**config.mk**
```make
export PLATFORM = sky130hd
export DESIGN_NAME = adc_readout_ctrl
export DESIGN_NICKNAME = d
export VERILOG_FILES = /design/src/rtl/adc_readout_ctrl.sv
export SDC_FILE = /design/constraint.sdc
export NUM_CORES = 1
export LEC_CHECK = 0
export CELL_PAD_IN_SITES_DETAIL_PLACEMENT = 1
export CELL_PAD_IN_SITES_GLOBAL_PLACEMENT = 2
export CORE_MARGIN = 2
export CORE_UTILIZATION = 34
export CTS_BUF_LIST = sky130_fd_sc_hd__clkbuf_2 sky130_fd_sc_hd__clkbuf_4 sky130_fd_sc_hd__clkbuf_8
export CTS_CLUSTER_SIZE = 14
export DETAILED_ROUTE_END_ITERATION = 8
export GPL_ROUTABILITY_DRIVEN = 0
export PLACE_DENSITY_LB_ADDON = 0.1
export RECOVER_POWER = 100
export SETUP_SLACK_MARGIN = 0.1
export SLEW_MARGIN = 20
export SYNTH_ARGS = -nofsm -noshare
export SYNTH_HDL_FRONTEND = slang
export SYNTH_SLANG_ARGS = --single-unit
```
**constraint.sdc**
```tcl
create_clock -name clk -period 1.9 [get_ports clk]
set_input_delay 0.475 -clock clk [delete_from_list [all_inputs] [get_ports clk]]
set_output_delay 0.475 -clock clk [all_outputs]
set_load 0.02 [all_outputs]
```
**src/rtl/adc_readout_ctrl.sv**
```systemverilog
// Serial-ADC readout sequencer: periodic soc pulse, conversion wait, NBITS-clock SIPO shift gate, sample latch.
// All outputs registered; triggers arriving mid-conversion are dropped and flagged on overrun.
module adc_readout_ctrl #(
  parameter int NBITS     = 12,
  parameter int PERIOD    = 1000,
  parameter int SOC_WIDTH = 1,
  parameter int CONV_WAIT = 0
) (
  input  logic             clk,
  input  logic             rst_n,
  input  logic             en,
  input  logic [NBITS-1:0] pdata_in,
  output logic             soc,
  output logic             si_en,
  output logic [NBITS-1:0] data_out,
  output logic             data_valid,
  output logic             busy,
  output logic             overrun,
  output logic [15:0]      sample_cnt
);

  localparam int PCW     = (PERIOD > 1) ? $clog2(PERIOD) : 1;
  localparam int MAX_PH0 = (SOC_WIDTH > CONV_WAIT) ? SOC_WIDTH : CONV_WAIT;
  localparam int MAX_PH  = (MAX_PH0 > NBITS) ? MAX_PH0 : NBITS;
  localparam int PHW     = $clog2(MAX_PH + 1);
  localparam int SOC_LD  = SOC_WIDTH - 1;
  localparam int WAIT_LD = (CONV_WAIT > 0) ? CONV_WAIT - 1 : 0;
  localparam int SHF_LD  = NBITS - 1;

  typedef enum logic [2:0] {
    IDLE  = 3'd0,
    SOC   = 3'd1,
    WAIT  = 3'd2,
    SHIFT = 3'd3,
    LATCH = 3'd4
  } state_t;

  state_t           state_q;
  logic [PHW-1:0]   phase_q;
  logic [PCW-1:0]   per_cnt_q, per_cnt_d;
  logic             soc_q, si_en_q, data_valid_q, busy_q, overrun_q;
  logic [NBITS-1:0] data_q;
  logic [15:0]      sample_cnt_q;
  logic             trigger;

  // Counter parks at 0 while disabled so the first enabled clock triggers.
  always_comb begin
    per_cnt_d = per_cnt_q;
    if (!en) begin
      per_cnt_d = '0;
    end else if (per_cnt_q == PCW'(PERIOD - 1)) begin
      per_cnt_d = '0;
    end else begin
      per_cnt_d = per_cnt_q + PCW'(1);
    end
  end

  assign trigger = en && (per_cnt_q == '0);

  always_ff @(posedge clk or negedge rst_n) begin
    if (!rst_n) begin
      per_cnt_q <= '0;
    end else begin
      per_cnt_q <= per_cnt_d;
    end
  end

  always_ff @(posedge clk or negedge rst_n) begin
    if (!rst_n) begin
      state_q      <= IDLE;
      phase_q      <= '0;
      soc_q        <= 1'b0;
      si_en_q      <= 1'b0;
      data_valid_q <= 1'b0;
      busy_q       <= 1'b0;
      overrun_q    <= 1'b0;
      data_q       <= '0;
      sample_cnt_q <= '0;
    end else begin
      data_valid_q <= 1'b0;
      overrun_q    <= trigger && (state_q != IDLE);
      case (state_q)
        IDLE: begin
          if (trigger) begin
            state_q <= SOC;
            phase_q <= PHW'(SOC_LD);
            soc_q   <= 1'b1;
            busy_q  <= 1'b1;
          end
        end
        SOC: begin
          if (phase_q == '0) begin
            soc_q <= 1'b0;
            if (CONV_WAIT == 0) begin
              state_q <= SHIFT;
              phase_q <= PHW'(SHF_LD);
              si_en_q <= 1'b1;
            end else begin
              state_q <= WAIT;
              phase_q <= PHW'(WAIT_LD);
            end
          end else begin
            phase_q <= phase_q - PHW'(1);
          end
        end
        WAIT: begin
          if (phase_q == '0) begin
            state_q <= SHIFT;
            phase_q <= PHW'(SHF_LD);
            si_en_q <= 1'b1;
          end else begin
            phase_q <= phase_q - PHW'(1);
          end
        end
        SHIFT: begin
          if (phase_q == '0) begin
            state_q <= LATCH;
            si_en_q <= 1'b0;
          end else begin
            phase_q <= phase_q - PHW'(1);
          end
        end
        LATCH: begin
          // SIPO holds the complete word during this clock.
          state_q      <= IDLE;
          busy_q       <= 1'b0;
          data_q       <= pdata_in;
          data_valid_q <= 1'b1;
          sample_cnt_q <= sample_cnt_q + 16'd1;
        end
        default: begin
          state_q <= IDLE;
          soc_q   <= 1'b0;
          si_en_q <= 1'b0;
          busy_q  <= 1'b0;
        end
      endcase
    end
  end

  assign soc        = soc_q;
  assign si_en      = si_en_q;
  assign data_out   = data_q;
  assign data_valid = data_valid_q;
  assign busy       = busy_q;
  assign overrun    = overrun_q;
  assign sample_cnt = sample_cnt_q;

endmodule

```
Word-level counts from Yosys, hierarchy flattened
Index checks and enable logic that the tools add are counted.

Multiply operators: 0. $lt $le $gt $ge: 0. Shift-type cells: 0. Add/sub/neg operators: 3. Equal/unequal tests: 10. Bitwise gates (word level): 3. Div/mod/pow operators: 0. Reduce and logical (&&, ||, !) cells: 16. Multiplexer cells: 17.

Operators with widths (number): $mux W10 (2); $add A16 B1 Y16 const B (1); $mux W4 (3); $pmux W4 S3 (1); $reduce_and A3 Y1 (4); $add A10 B1 Y10 const B (1); $eq A10 B10 Y1 const B (1); $logic_not A10 Y1 (1); $mux W3 (3); $pmux W3 S3 (1); $ne A2 B2 Y1 const B (4); $eq A3 B2 Y1 const B (2); $pmux W1 S3 (2); $reduce_bool A3 Y1 (2); $reduce_or A3 Y1 (2); $logic_not A4 Y1 (1); $mux W1 (4); $reduce_or A2 Y1 (2); $sub A4 B1 Y4 const B (1); $eq A3 B1 Y1 const B (1); $eq A3 B3 Y1 const B (1); $logic_not A3 Y1 (1); $not A1 Y1 (3); $logic_and A1 B1 Y1 (2); 3 further kinds (3).

Flip-flop bits (word level): 50. Logic and storage cells: 59. Output and inout bits: 33. Input port bits: 15. Memories: 0. Bits in read-only memories: 0. Memory bits (writable): 0. Bits in latches: 0.

Logic depth before layout (Yosys ltp)
Word-level depth: 4. Depth in mapped cells: 8.

Least setup slack after synthesis
No wires, ideal clock.

Kind: register to register. Start: register phase_q[0]. End: register phase_q[2]. Library setup time: 0.126 ns. Setup slack: 0.218 ns. Stages on the path, launching flop included: 9. Path buffers: 1. Arrival time: 1.556 ns. Period minus slack after synthesis: 1.682 ns. Cells stage by stage: dfrtp_1 -> inv_1 -> ha_1 -> nor4bb_1 -> clkbuf_1 -> a21oi_2 -> nand3_2 -> xnor2_1 -> a21oi_1.

Word-level cells in the longest chain between the ends: 3. Elaborated cells between the ends (all ways): 7. Those cells by class: add/sub (1); eq/ne (1); mux (3); reduce/logical (2).

Ends and longest elaborated chain: from (decl) (RTL line 39) `logic [PHW-1:0] phase_q;`; from (signal assigned) (RTL line 86) `phase_q <= PHW'(SOC_LD);`; from (signal assigned) (RTL line 96) `phase_q <= PHW'(SHF_LD);`; from (signal assigned) (RTL line 100) `phase_q <= PHW'(WAIT_LD);`; $sub A4 B1 Y4 or $logic_not A4 Y1 (tied branches); $mux W4, or another cell as far along (RTL line 116) `if (phase_q == '0) begin`; $pmux W4 S3 or $reduce_and A3 Y1 (tied branches).

Parallel ways exist; a longest one is shown, timed or not. The select of a mux whose other input is x is not followed. A chain may end at the register's enable or synchronous reset.

Worst setup path in the final report
Start: register data_q[4] (netlist: data_out[4]). End: output port data_out[4].

RTL lines: from (decl) (RTL line 42) `logic [NBITS-1:0] data_q;`; from (signal assigned) (RTL line 127) `data_q <= pdata_in;`; to (decl) (RTL line 15) `output logic [NBITS-1:0] data_out,`.

No word-level cell between the ends.

==> results.txt <==
Share of synthesized flip-flops with an asynchronous set or reset - 100.0%
Power density cells - 1202 mW/mm^2
Synth cell types - 41
Status - finished clean
Net Switching - 1.180 mW
Combined area of all synthesized cells - 0.002318 mm^2
Final setup violation count - 0
Reg2reg path depth - 5
Clock tree from TritonCTS - yes
Final routed wirelength across all metal layers - 4868 um
Cell count after placement - 334
Drc violations - 0
Final worst path period share - 95.30%
Share of cells above drive strength 1 - 15.65%
Clock buffer count from CTS - 5
Routed vias - 1694
Synthesized instance count - 202
Vias/cell - 4.953
Placed cell area - 0.002945 mm^2
Combinational family with the most area after synthesis - simple AND/OR/NAND/NOR gates
Total non-filler cell area in the finished layout - 0.003010 mm^2
Diode count - 0
Cells along the critical path - dlygate4sd3_1
Largest cells by area after synthesis - sky130_fd_sc_hd__dfrtp_1 54%, sky130_fd_sc_hd__xnor2_1 6.4%, sky130_fd_sc_hd__mux2_2 6.3%, sky130_fd_sc_hd__xor2_1 3.0%, sky130_fd_sc_hd__nor2_1 2.9%
Top_reg_cell synth - sky130_fd_sc_hd__dfrtp_1
Internal power - 2.439 mW
Static leakage - 1.446 nW
Synth area leader - sky130_fd_sc_hd__dfrtp_1
Minimum period implied by the final worst setup slack - 1.811 ns
Initial Utilization - 34.70%
Proportion of power drawn by combinational gates - 34.7%
Average routed wire per standard cell - 14.23 um
Filler Cell Count - 753
Data required time at the worst endpoint - 1.42 ns
Final count of pins violating max slew - 0
Switching share of power - 32.62%
Remaining global-route overflow - 0
Yosys warnings - 0
Depth of the critical timing path with buffers and inverters included - 1
Xor-xnor portion of the synthesized cell area - 9.444%
GR Util All Layers - 13.82%
Synthesis-stage register bit count - 50
Combined buffer and inverter count along the critical path - 1
Multiplexer share of the synthesized area - 6.314%
Crit path DAT - 1.34 ns
Type of the tightest min-delay check - reg -> reg
Post-synthesis sequential area ratio - 53.97%
Root cell of the clock tree - sky130_fd_sc_hd__clkbuf_8
Slew Limit Headroom - 17.05%
Post-synthesis net count - 222
Remaining number of nets flagged by the antenna check after routing - 0
Power share of the clock group - 25.5%
Die outline height - 86.58 um
Critical Path Start Type - flop
Critical Setup Path Class - reg -> out
Largest net degree at the start of global routing - 51
Clock latency on the worst-skew pair - 0.30 ns
Number of global-route vias before repair - 1734
Number of antenna violations at the first check in global routing - 0
Largest buffer count on any clock path - 2
RSZ-0062 raised after global routing - true
Most numerous cell in the Yosys netlist - sky130_fd_sc_hd__dfrtp_1
Final worst clock skew - 0.01265 ns
Number of nets at the end of the flow - 281
Post-synthesis simple-gate area fraction - 16.14%
Longest individual stage delay on the worst path - 0.65 ns
Average size of a mapped cell - 11.48 um^2
Area delta synth->final - 29.84%
Biggest fanout along the worst timing path - 2
Maximum frequency from static timing analysis - 552.3 MHz
VDD IR-drop max - 0.5401 mV
Violation count after the first detailed-routing iteration - 45
Slew at the pin closest to its max-slew limit - 1.244 ns
H-tree depth - 2
Top-area cell type share of the netlist area - 53.97%
DIE WIDTH - 86.58 um
Number of clock sinks - 50
Compound-gate portion of the synthesized area - 8.365%
Worst Setup End Kind - output pin
Post-route insts no fill - 342
List of most frequent post-synthesis cells - 50 x sky130_fd_sc_hd__dfrtp_1, 18 x sky130_fd_sc_hd__nor2_1, 17 x sky130_fd_sc_hd__xnor2_1, 13 x sky130_fd_sc_hd__mux2_2, 11 x sky130_fd_sc_hd__nand2_1
Cell class contributing the biggest share of worst-path delay - buffers and inverters
Final-report hold violation count - 0
Detailed-placement wirelength estimate - 3462 um
Global-route wire length before repair - 8217 um
Sequential share of power - 39.8%
TritonRoute pass-1 iters - 6
Utilization of the core after routing - 45.06%
Number of enable flip-flop cells after synthesis - 0
Reg clk slew, reported paths - 0.09 ns
Number of maximum-capacitance constraint violations - 0
Slowest-stage cell, CP - sky130_fd_sc_hd__dlygate4sd3_1
Buffers added on ports - 47
Post-synthesis adder-cell area fraction - 2.698%
Floorplan row count - 30
Worst hold path stage count - 1
Top-level port count - 48
Total Die Area - 0.007495 mm^2
Core box area - 0.006681 mm^2
[placed cells by master, fill, tap and decap left out, types with 2 or more instances in the layout]
cell,netlist,routed
sky130_fd_sc_hd__bufinv_16,0,2
sky130_fd_sc_hd__dfrtp_1,50,49
sky130_fd_sc_hd__a21oi_1,8,8
sky130_fd_sc_hd__mux2_2,13,13
sky130_fd_sc_hd__and3_1,6,6
sky130_fd_sc_hd__xor2_1,8,8
sky130_fd_sc_hd__nor3_1,2,2
sky130_fd_sc_hd__o31ai_1,2,2
sky130_fd_sc_hd__and2_0,0,2
sky130_fd_sc_hd__ha_1,5,5
sky130_fd_sc_hd__dlygate4sd2_1,0,13
sky130_fd_sc_hd__nor2_1,18,18
sky130_fd_sc_hd__inv_1,10,10
sky130_fd_sc_hd__nor2b_1,2,2
sky130_fd_sc_hd__nand4_1,6,6
sky130_fd_sc_hd__clkbuf_1,2,8
sky130_fd_sc_hd__a21o_1,2,2
sky130_fd_sc_hd__clkbuf_8,0,6
sky130_fd_sc_hd__nand2_1,11,11
sky130_fd_sc_hd__buf_4,0,9
sky130_fd_sc_hd__clkdlybuf4s50_1,0,13
sky130_fd_sc_hd__a31oi_1,3,3
sky130_fd_sc_hd__xnor2_1,17,17
sky130_fd_sc_hd__dlygate4sd3_1,0,13
sky130_fd_sc_hd__o21ai_0,2,2
sky130_fd_sc_hd__nand3_1,10,10
[power groups by stage]
| stage | Sequential (mW) | Combinational, mW | Clock, mW |
|---|---|---|---|
| after floorplan | 1.65 | 0.614 | 0 |
| after global placement | 1.47 | 1.37 | 0 |
| after detailed placement | 1.47 | 1.38 | 0 |
| after CTS | 1.45 | 1.37 | 0.951 |
| after global routing | 1.48 | 1.39 | 0.990 |
| final | 1.44 | 1.26 | 0.923 |
[worst paths after layout]
check / startpoint / to / slack [ns]
min: sample_cnt[15]$_DFFE_PN0P_ / sample_cnt[15]$_DFFE_PN0P_ / 0.49
min in group asynchronous: rst_n / per_cnt_q[2]$_DFF_PN0_ / 0.50
max reg2reg: per_cnt_q[7]$_DFF_PN0_ / phase_q[2]$_DFFE_PN0P_ / 0.13
max: data_out[4]$_DFFE_PN0P_ / data_out[4] / 0.09
max in group asynchronous: rst_n / per_cnt_q[5]$_DFF_PN0_ / 0.57
min reg2reg: sample_cnt[15]$_DFFE_PN0P_ / sample_cnt[15]$_DFFE_PN0P_ / 0.49
[flip-flops by register name, indices dropped and copies added, names as in the netlist]
name,cells
sample_cnt,16
busy,1
state_q,3
data_out,12
phase_q,4
data_valid,1
si_en,1
overrun,1
per_cnt_q,10
soc,1
[kinds of logic (layout without fill, tap and decap cells)]
kind of cell	after synthesis	count (layout)
and+or+nand+nor	66	66
DFF	50	50
AOI/OAI and AO/OA	27	27
xor gates and xnor gates	25	25
buffers and inverters	16	76
muxes	13	13
adders and majority gates	5	5
[per-stage QoR]
| stage | setup TNS (ns) | total power [mW] | hold slack [ns] | setup WS [ns] |
|---|---|---|---|---|
| 6_report | 0 | 3.619 | 0.4867 | 0.08929 |
| 4_1_cts | 0 | 3.776 | 0.1449 | 0.1024 |
| 3_3_place_gp | -0.2831 | 2.838 | 0.4563 | -0.1228 |
| 5_1_grt | 0 | 3.854 | 0.5123 | 0.02143 |
| 2_1_floorplan | 0 | 2.268 | 0.1794 | 0.2177 |
| 3_5_place_dp | -0.3003 | 2.850 | 0.4832 | -0.1392 |
[timing repair]
| action | CTS | global route |
|---|---|---|
| pin swaps | 0 | 1 |
| gates resized for setup | 13 | 9 |
| hold buffers | 0 | 0 |
| setup buffers | 0 | 0 |
| endpoints found under the setup margin | 13 | 11 |
[area by class of cell]
type / count / area [um^2] / share of cell area, %
Timing Repair Buffer: 58 / 481.7 / 16.00
Inverter: 10 / 37.54 / 1.247
Multi-Input combinational cell: 136 / 996.0 / 33.08
Clock buffer: 6 / 82.58 / 2.743
Sequential cell: 50 / 1252 / 41.60
Tap cell: 80 / 100.1 / 3.325
Clock inverter: 2 / 60.06 / 1.995
[metal layers]
| metal | global-route usage [%] | vias up | share of wire [%] |
|---|---|---|---|
| met1 | 18.30 | 843 | 48 |
| met4 | 2.983 | 0 | 0.64 |
| li1 | - | 814 | - |
| met3 | 4.095 | 4 | 4.3 |
| met2 | 22.52 | 33 | 47 |
| met5 | 0 | - | 0 |
Power figures use the tool's default switching activity.
